[src/rtl/seg7_scan_drv.sv]
// Eight-digit common-anode seven-segment scan driver with frame-synchronous shadow latching.
// Optional leading-zero blanking is enabled by defining SEG7_LZB_EN.
module seg7_scan_drv #(
    parameter int unsigned SCAN_CNT = 100000
) (
    input  logic        clk,
    input  logic        rst,
    input  logic [31:0] disp_data,
    input  logic [7:0]  point,
    input  logic [7:0]  blank,
    output logic [7:0]  an,
    output logic [7:0]  seg,
    output logic        frame_tick
);

    localparam int unsigned PW = $clog2(SCAN_CNT);
    localparam logic [PW-1:0] PRE_LAST = PW'(SCAN_CNT - 1);

    logic [PW-1:0] r_pre;
    logic [2:0]    r_dig;
    logic [31:0]   r_sh_data;
    logic [7:0]    r_sh_point;
    logic [7:0]    r_sh_blank;
    logic          r_prime;

    logic [31:0]   w_sh_shift;
    logic [3:0]    w_nib;
    logic [6:0]    w_hex;
    logic [7:0]    w_lz;
    logic          w_blk;
    logic [7:0]    w_an;
    logic [7:0]    w_seg;
    logic          w_pre_wrap;

    // Leading-zero mask is derived from the shadow word so it only changes at frame boundaries
`ifdef SEG7_LZB_EN
    logic w_acc;
    always_comb begin
        w_lz  = '0;
        w_acc = 1'b1;
        for (int k = 7; k >= 1; k--) begin
            w_acc   = w_acc & (r_sh_data[4*k +: 4] == 4'h0);
            w_lz[k] = w_acc;
        end
    end
`else
    always_comb begin
        w_lz = '0;
    end
`endif

    always_comb begin
        w_sh_shift = r_sh_data >> {r_dig, 2'b00};
        w_nib      = w_sh_shift[3:0];
        w_pre_wrap = (r_pre == PRE_LAST);
        w_blk      = r_sh_blank[r_dig] | w_lz[r_dig];
        case (w_nib)
            4'h0:    w_hex = 7'h40;
            4'h1:    w_hex = 7'h79;
            4'h2:    w_hex = 7'h24;
            4'h3:    w_hex = 7'h30;
            4'h4:    w_hex = 7'h19;
            4'h5:    w_hex = 7'h12;
            4'h6:    w_hex = 7'h02;
            4'h7:    w_hex = 7'h78;
            4'h8:    w_hex = 7'h00;
            4'h9:    w_hex = 7'h10;
            4'hA:    w_hex = 7'h08;
            4'hB:    w_hex = 7'h03;
            4'hC:    w_hex = 7'h46;
            4'hD:    w_hex = 7'h21;
            4'hE:    w_hex = 7'h06;
            default: w_hex = 7'h0E;
        endcase
        w_an  = w_blk ? 8'hFF : ~(8'h01 << r_dig);
        w_seg = w_blk ? 8'hFF : {~r_sh_point[r_dig], w_hex};
    end

    // Prime load after reset, then prescaled digit scan with shadow reload at the 7->0 wrap
    always_ff @(posedge clk or posedge rst) begin
        if (rst) begin
            r_pre      <= '0;
            r_dig      <= '0;
            r_sh_data  <= '0;
            r_sh_point <= '0;
            r_sh_blank <= 8'hFF;
            r_prime    <= 1'b1;
            an         <= 8'hFF;
            seg        <= 8'hFF;
            frame_tick <= 1'b0;
        end else begin
            an         <= w_an;
            seg        <= w_seg;
            frame_tick <= 1'b0;
            if (r_prime) begin
                r_prime    <= 1'b0;
                r_sh_data  <= disp_data;
                r_sh_point <= point;
                r_sh_blank <= blank;
                frame_tick <= 1'b1;
            end else if (w_pre_wrap) begin
                r_pre <= '0;
                r_dig <= r_dig + 3'd1;
                if (r_dig == 3'd7) begin
                    r_sh_data  <= disp_data;
                    r_sh_point <= point;
                    r_sh_blank <= blank;
                    frame_tick <= 1'b1;
                end
            end else begin
                r_pre <= r_pre + PW'(1);
            end
        end
    end

endmodule

[config.mk]
export PLATFORM = sky130hd
export DESIGN_NAME = seg7_scan_drv
export DESIGN_NICKNAME = d
export VERILOG_FILES = /design/src/rtl/seg7_scan_drv.sv
export SDC_FILE = /design/constraint.sdc
export NUM_CORES = 1
export LEC_CHECK = 0
export BUFFER_PORTS_ARGS = -buffer_cell sky130_fd_sc_hd__buf_2
export CAP_MARGIN = 20
export CORE_MARGIN = 2
export CORE_UTILIZATION = 60
export DETAILED_ROUTE_END_ITERATION = 8
export PLACE_DENSITY = 0.84
export SYNTH_ARGS = -nofsm -noshare
export SYNTH_HDL_FRONTEND = slang
export SYNTH_SLANG_ARGS = --single-unit
[constraint.sdc]
create_clock -name clk -period 7.25 [get_ports clk]
set_clock_uncertainty 0.15 [all_clocks]
set_input_delay 1.8125 -clock clk [delete_from_list [all_inputs] [get_ports clk]]
set_output_delay 1.8125 -clock clk [all_outputs]
set_load 0.01 [all_outputs]
After elaboration in Yosys (flattened, before gate mapping) --
Memory sizes are Yosys's and may differ from the RTL's. Cells that the tools add are included.
Cells by class: add/sub/neg operators 2, $lt $le $gt $ge 1, equality and inequality tests 2, shift-type cells 2, mux-type cells 20, bitwise operators 4, reduce and logical (&&, ||, !) cells 4
Operators with widths (count):
- $mux 32 | 3
- $mux 8 | 8
- $shr 32x5->4 | 1
- $add 17x1->17 const B | 1
- $eq 17x17->1 const B | 1
- $mux 17 | 1
- $not 8->8 | 1
- $shl 1x3->8 const A | 1
- $bmux 1 s3 | 2
- $mux 1 | 6
- $lt 3x4->1 const B | 1
- $reduce_and 2->1 | 2
- $reduce_bool 2->1 | 2
- $add 3x1->3 const B | 1
- $eq 3x3->1 const B | 1
- $not 1->1 | 2
- $or 1x1->1 | 1
Storage, ports and cells: register bits 86, ROM bits 120, input port bits 50, output and inout port bits 17, memories kept 2
Memories:
- (no name shown) | depth 16, width 7, rd ports 1, clocked after Yosys merged registers in 0, wr ports 0, line 57 | case (w_nib)
- (no name shown) | depth 8, width 1, rd ports 1, clocked after Yosys merged registers in 0, wr ports 0, line 56 | w_blk = r_sh_blank[r_dig] | w_lz[r_dig];

Depth between registers and ports, before layout --
Gate-level depths: netlist of run 1.
depth after elaboration 4, mapped depth 11, gate-level depth less buffers 9

Worst setup path after synthesis of run 1 --
No wires, ideal clock.
kind flip-flop to output port, start point register an[0], end point output an[0], data arrival time 520 ps, data required time 5287 ps, setup slack 4768 ps, stages on the path, launching flop included 1, cell sequence dfstp_2
RTL lines:
- from (decl) | line 11 | output logic [7:0] an,
- from (signal assigned) | line 92 | an <= w_an;
No word-level cell between the ends.

Worst setup path after layout of run 1 --
start point register an[3], end point output an[3]
No word-level cell between the ends.

==> out/metrics.yaml, run 1 <==
clocking:
  clockBufferDepth: 2
  h-tree-depth: 3
  cts_resized: 0
  clk_pin_slew_worst_paths_ns: 0.08
  cts_root_buffer: "clkbuf_8"
  cts_setup_buffers: 0
  cts_buffers: 9
  postCtsHoldBufs: 0
  numClockSinks: 86
  insertion_delay_ns: 0.36
  cts_tree: "yes"
hold_path:
  hold_class: "flip-flop to flip-flop"
  whs_endpoint: "r_sh_point[2]"
  hold_path_depth: 1
  hold_start: "r_sh_point[2]"
floorplanning:
  die_y_um: 85.4
  die_area_mm2: 0.00730
  die_w_um: 85.4
  core_mm2: 0.00639
  pin_count: 67
  start_util: 0.623
  num_rows: 29
yosys:
  synthTopCellsByCount: "dfrtp_1 (61), mux2_1 (50), dfstp_2 (25)"
  async_flop_share: 1.00
  synth_cell_types: 40
  syn-num-nets: 370
  syn-cell-area_mm2: 0.00398
  synth_ff_type: "dfrtp_1"
  yosysWarnings: 0
  synth_edf_count: 0
  yosys.cell_count.top_type: "dfrtp_1"
  synthCells: 307
  synth_top_cells_by_area: "dfrtp_1 (38%), dfstp_2 (17%), mux2_1 (14%)"
  yosysTopAreaCellShare: 0.384
  synth_area_per_cell_um2: 13.0
  synth_area_leader_cell: "dfrtp_1"
  ys_seq_area_frac: 0.549
  synth-seq-cells: 86
drt:
  vias_per_cell: 5.63
  via_count: 2583
  wl_per_cell_um: 15.7
  drt_wl_total_mm: 7.19
  drcViolationCount: 0
  dr.pass1.iters: 4
  ant_nets: 0
  drt_iter0_drc: 71
run_status:
  status: "finished clean"
cells_and_area:
  area_delta_synth_final_pct: 15.1
  nets: 440
  drive_gt1_frac: 0.338
  final_cells: 459
  antenna_cells: 0
  fillCellCount: 457
  fin_util: 0.717
global_routing:
  grt_pass1_vias: 2560
  grt_max_degree: 87
  antenna_found_initial: 0
  track_usage: 0.212
  overflow: 0
  grt_pass1_wl_mm: 12.0
timing:
  fin_crit_ns: 2.96
  fin_ws_ns: 4.29
  min_period_over_period: 0.408
  tightest_slew_ns: 0.952
  timing.final.max_slew_violations: 0
  finalSetupViolCount: 0
  hold_violations: 0
  setup_tns_ns: 0
  rsz0062_at_grt: "no"
  relSlewSlack: 0.366
  fmax_ghz: 0.338
place:
  dp_cells: 442
  gp_congestion: 0.864
  place.port_buffers: 66
  post-place-ws_ns: 4.23
  dp_hpwl_mm: 5.01
worst_setup_path:
  required_ns: 5.29
  r2r_slack_ns: 4.32
  worst_r2r_path_depth: 5
  reg2reg_to: "seg[0]"
  cp-start-kind: "flip-flop"
  cpPeakStageDelay_ns: 0.53
  worst-path-stages: 1
  endpoint_kind: "output pin"
  path_max_fanout: 1
  cp.arrival_ns: 0.99
  crit_chain: "buf_2"
  cp_slowest_cell: "dfstp_2"
  critical_path_class: "flip-flop to output pin"
  worst-path-buf-inv: 1
  path_delay_family: "flip-flops"
  worstReg2RegStart: "r_dig[0]"
pwr:
  peakVddDrop_mv: 0.145
  p_per_area_mw_per_mm2: 220
  leakagePower_nw: 2.01
job:
  max-cap-violations: 0
-- how the worst max path moves through the flow --
stage	slack, ns	start	end
after global routing	4.05	r_dig[0]	seg[3]
final	4.29	an[3]	an[3]
after CTS	4.28	seg[6]	seg[6]
after global placement	4.24	rst	r_pre[2]
after floorplan	3.11	rst	frame_tick
after detailed placement	4.23	rst	r_sh_data[7]
-- per-layer routing --
layer	vias to the layer above	global-route usage	wire (um)
met1	1268	0.287	3180
met5	-	0	0
met3	10	0.0593	351
met2	83	0.332	3560
met4	0	0.0765	95
li1	1222	-	-
-- worst reg2reg max path, stage by stage, from the launching register on --
cell and delay, ns:
dfrtp_1 0.97, mux4_2 0.63, mux2_2 0.32, or3_4 0.36, or3_1 0.32, o311a_1 0.12
-- sequential cells by signal (all words and copies together), names as in the netlist --
register / cells
an: 8
frame_tick: 1
r_dig: 3
r_pre: 17
r_prime: 1
r_sh_blank: 8
r_sh_data: 32
r_sh_point: 8
seg: 8
-- per-stage QoR --
stage | hold WS, ns | power [W] | cell area, um^2
after floorplan | 0.307 | 0.000666 | 3980
after global placement | 0.319 | 0.000707 | 4380
after detailed placement | 0.329 | 0.000716 | 4380
after CTS | 0.350 | 0.00102 | 4560
after global routing | 0.361 | 0.00106 | 4580
final | 0.343 | 0.00101 | 4580
-- kinds of logic after synthesis --
logic type | synth area share
DFF | 0.549
xor gates and xnor gates | 0.0330
and+or+nand+nor | 0.0927
other | 0.000942
buffers and inverters | 0.0258
AOI/OAI and AO/OA | 0.0371
adders and majority gates | 0.0409
muxes | 0.221
-- placed cells by master, fill, tap and decap left out, types with 2 or more instances in the layout --
master and n:
or3_1 3, inv_2 2, nor2_1 23, clkinv_4 3
o221ai_1 5, dfstp_2 25, nor3_1 5, mux4_2 8
clkbuf_8 10, nand3_1 4, nand4b_1 2, nand4_1 5
xor2_1 4, nand2b_1 3, xnor2_1 11, mux2_2 5
mux2_1 50, nor4b_1 2, nand2_1 22, inv_1 11
dfrtp_1 61, o22ai_1 2, a21oi_1 3, ha_1 13
clkinv_2 3, mux2i_1 8, buf_2 66, buf_4 2
or2_2 2, o21ai_0 4
-- area by class of cell --
cell class | instances | area, um^2 | share of cell area
flip-flops and latches | 86 | 2180 | 0.477
multi-input cells | 197 | 1710 | 0.372
repair buffers | 69 | 365 | 0.0797
clock buffers | 11 | 141 | 0.0309
well taps | 77 | 96.3 | 0.0210
inverters | 14 | 53.8 | 0.0117
clock inverters | 5 | 36.3 | 0.00792
-- power by group --
| part | internal [W] | leakage (nW) | switching [W] |
|---|---|---|---|
| logic | 0.0000689 | 0.903 | 0.0000686 |
| registers | 0.000537 | 1.01 | 0.0000348 |
| clock network | 0.000135 | 0.0933 | 0.000167 |
| total | 0.000740 | 2.01 | 0.000270 |
Note: power is estimated with default switching activity, not from simulation.
==> run 2, diff against run 1 <==
--- a/config.mk
+++ b/config.mk
@@ -8,9 +8,9 @@
 export BUFFER_PORTS_ARGS = -buffer_cell sky130_fd_sc_hd__buf_2
 export CAP_MARGIN = 20
 export CORE_MARGIN = 2
-export CORE_UTILIZATION = 60
+export CORE_UTILIZATION = 50
 export DETAILED_ROUTE_END_ITERATION = 8
-export PLACE_DENSITY = 0.84
+export PLACE_DENSITY = 0.75
 export SYNTH_ARGS = -nofsm -noshare
 export SYNTH_HDL_FRONTEND = slang
 export SYNTH_SLANG_ARGS = --single-unit
==> constraint.sdc (replaced) <==
create_clock -name clk -period 2.5 [get_ports clk]
set_clock_uncertainty 0.15 [all_clocks]
set_input_delay 0.625 -clock clk [delete_from_list [all_inputs] [get_ports clk]]
set_output_delay 0.625 -clock clk [all_outputs]
set_load 0.01 [all_outputs]
==> out/metrics.yaml, run 2 (synthesis results as in run 1) <==
run_status:
  status: "finished clean"
clocking:
  h-tree-depth: 3
  cts_root_buffer: "clkbuf_8"
  numClockSinks: 86
  cts_buffers: 9
  clk_pin_slew_worst_paths_ns: 0.09
  insertion_delay_ns: 0.35
  cts_tree: "yes"
  clockBufferDepth: 2
worst_setup_path:
  worstReg2RegStart: "r_dig[0]"
  endpoint_kind: "flip-flop"
  cp.arrival_ns: 2.52
  reg2reg_to: "seg[0]"
  cp_slowest_cell: "mux4_2"
  path_max_fanout: 5
  critical_path_class: "flip-flop to flip-flop"
  worst_r2r_path_depth: 6
  r2r_slack_ns: 0.10
  crit_chain: "buf_4 -> mux4_2 -> mux2_2 -> or3_4 -> or3_1 -> o311a_1"
  cpPeakStageDelay_ns: 0.50
  required_ns: 2.63
  cp-start-kind: "flip-flop"
cells_and_area:
  drive_gt1_frac: 0.367
  area_delta_synth_final_pct: 20.3
  final_common_cell: "buf_2"
  final_cell_mix: "buf_2 (66), dfrtp_1 (59), mux2_1 (50)"
  nets: 450
  antenna_cells: 0
  largest_reg_flops: 32
  fillCellCount: 589
  largest_register: "r_sh_data"
  reg_top3: "r_sh_data: 32 flops, r_pre: 17 flops"
drt:
  drcViolationCount: 0
  wl_per_cell_um: 15.4
  drt_iter0_drc: 155
  dr.pass1.iters: 4
  via_count: 2638
  drt_wl_total_mm: 7.58
  vias_per_cell: 5.34
  ant_nets: 0
pwr:
  p_per_area_mw_per_mm2: 664
  power_frac_seq: 0.523
  finalPower_w: 0.00318
  p_switching_w: 0.000821
  peakVddDrop_mv: 0.356
  p_int_w: 0.00236
  combPwrFrac: 0.129
  switching_share: 0.258
  clockPowerShare: 0.349
  leakagePower_nw: 2.08
timing:
  relSlewSlack: 0.582
  rsz0062_at_grt: "no"
  min_period_over_period: 0.959
  hold_violations: 0
  fin_ws_ns: 0.101
  hold_ws_ns: 0.186
  fin_crit_ns: 2.40
  setup_tns_ns: 0
  finalSetupViolCount: 0
  tightest_slew_ns: 0.626
  fmax_ghz: 0.417
  timing.final.max_slew_violations: 0
global_routing:
  grt_max_degree: 35
  grt_pass1_wl_mm: 12.6
  track_usage: 0.184
  grt_pass1_vias: 2552
  antenna_found_initial: 0
  overflow: 0
job:
  max-cap-violations: 0
place:
  place.port_buffers: 66
  dp_hpwl_mm: 5.63
  gp_congestion: 0.864
  post-place-ws_ns: 0.00668
floorplanning:
  num_rows: 32
  die_w_um: 93.2
  pin_count: 67
  core_mm2: 0.00773
  die_area_mm2: 0.00869
  start_util: 0.515
  die_y_um: 93.2
hold_path:
  hold_class: "input pin to asynchronous set/reset pin"
[run 2: area by class of cell]
cell class                 instances  area [um^2]  share of cell area
multi-input combinational        197         1710               0.357
clock inverter                     6         92.6              0.0193
inverter                          14         56.3              0.0118
sequential                        86         2190               0.456
timing repair buffer              79          478              0.0998
tap                              102          128              0.0266
clock buffer                      10          138              0.0287
[run 2: power groups by stage]
| stage | sequential, W | clock (W) | combinational [W] |
|---|---|---|---|
| floorplan | 0.00166 | 0 | 0.000268 |
| global placement | 0.00168 | 0 | 0.000389 |
| detailed placement | 0.00169 | 0 | 0.000403 |
| CTS | 0.00166 | 0.00113 | 0.000406 |
| global route | 0.00168 | 0.00118 | 0.000461 |
| finish | 0.00166 | 0.00111 | 0.000409 |
[run 2: how the worst max path moves through the flow]
stage / startpoint / endpoint / slack (ns)
after detailed placement: r_dig[0] / seg[3] / 0.007
after floorplan: r_dig[0] / seg[3] / 0.04
after global placement: r_dig[0] / seg[3] / 0.11
after global routing: r_dig[0] / seg[3] / 0.03
final: r_dig[0] / seg[0] / 0.10
after CTS: r_dig[0] / seg[3] / 0.04
[run 2: layer usage]
| layer | global-route usage | vias up | routed length, um |
|---|---|---|---|
| li1 | - | 1242 | - |
| met1 | 0.265 | 1293 | 3500 |
| met2 | 0.279 | 94 | 3560 |
| met3 | 0.0467 | 9 | 462 |
| met4 | 0.0502 | 0 | 62 |
| met5 | 0 | - | 0 |
[run 2: per-stage QoR]
| step | area (um^2) | utilization | instances |
|---|---|---|---|
| 2_1_floorplan | 3980 | - | 307 |
| 3_3_place_gp | 4530 | 0.586 | 475 |
| 3_5_place_dp | 4530 | 0.586 | 475 |
| 4_1_cts | 4760 | 0.616 | 491 |
| 5_1_grt | 4790 | 0.620 | 494 |
| 6_report | 4790 | 0.620 | 494 |
[run 2: repair_timing]
| item | CTS | global route |
|---|---|---|
| pin swaps | 0 | 0 |
| setup endpoints to repair | 1 | 1 |
| gates resized for setup | 1 | 4 |
| hold buffers | 0 | 0 |
| buffers inserted | 0 | 3 |
[run 2: worst max-delay path, delay by kind of cell (launching register included)]
kind	cells	cell delay, ns
buffers and inverters	1	0.13
AND/OR/NAND/NOR	2	0.68
AO/OA/AOI/OAI	1	0.12
flip-flops	1	0.42
multiplexers	2	0.82
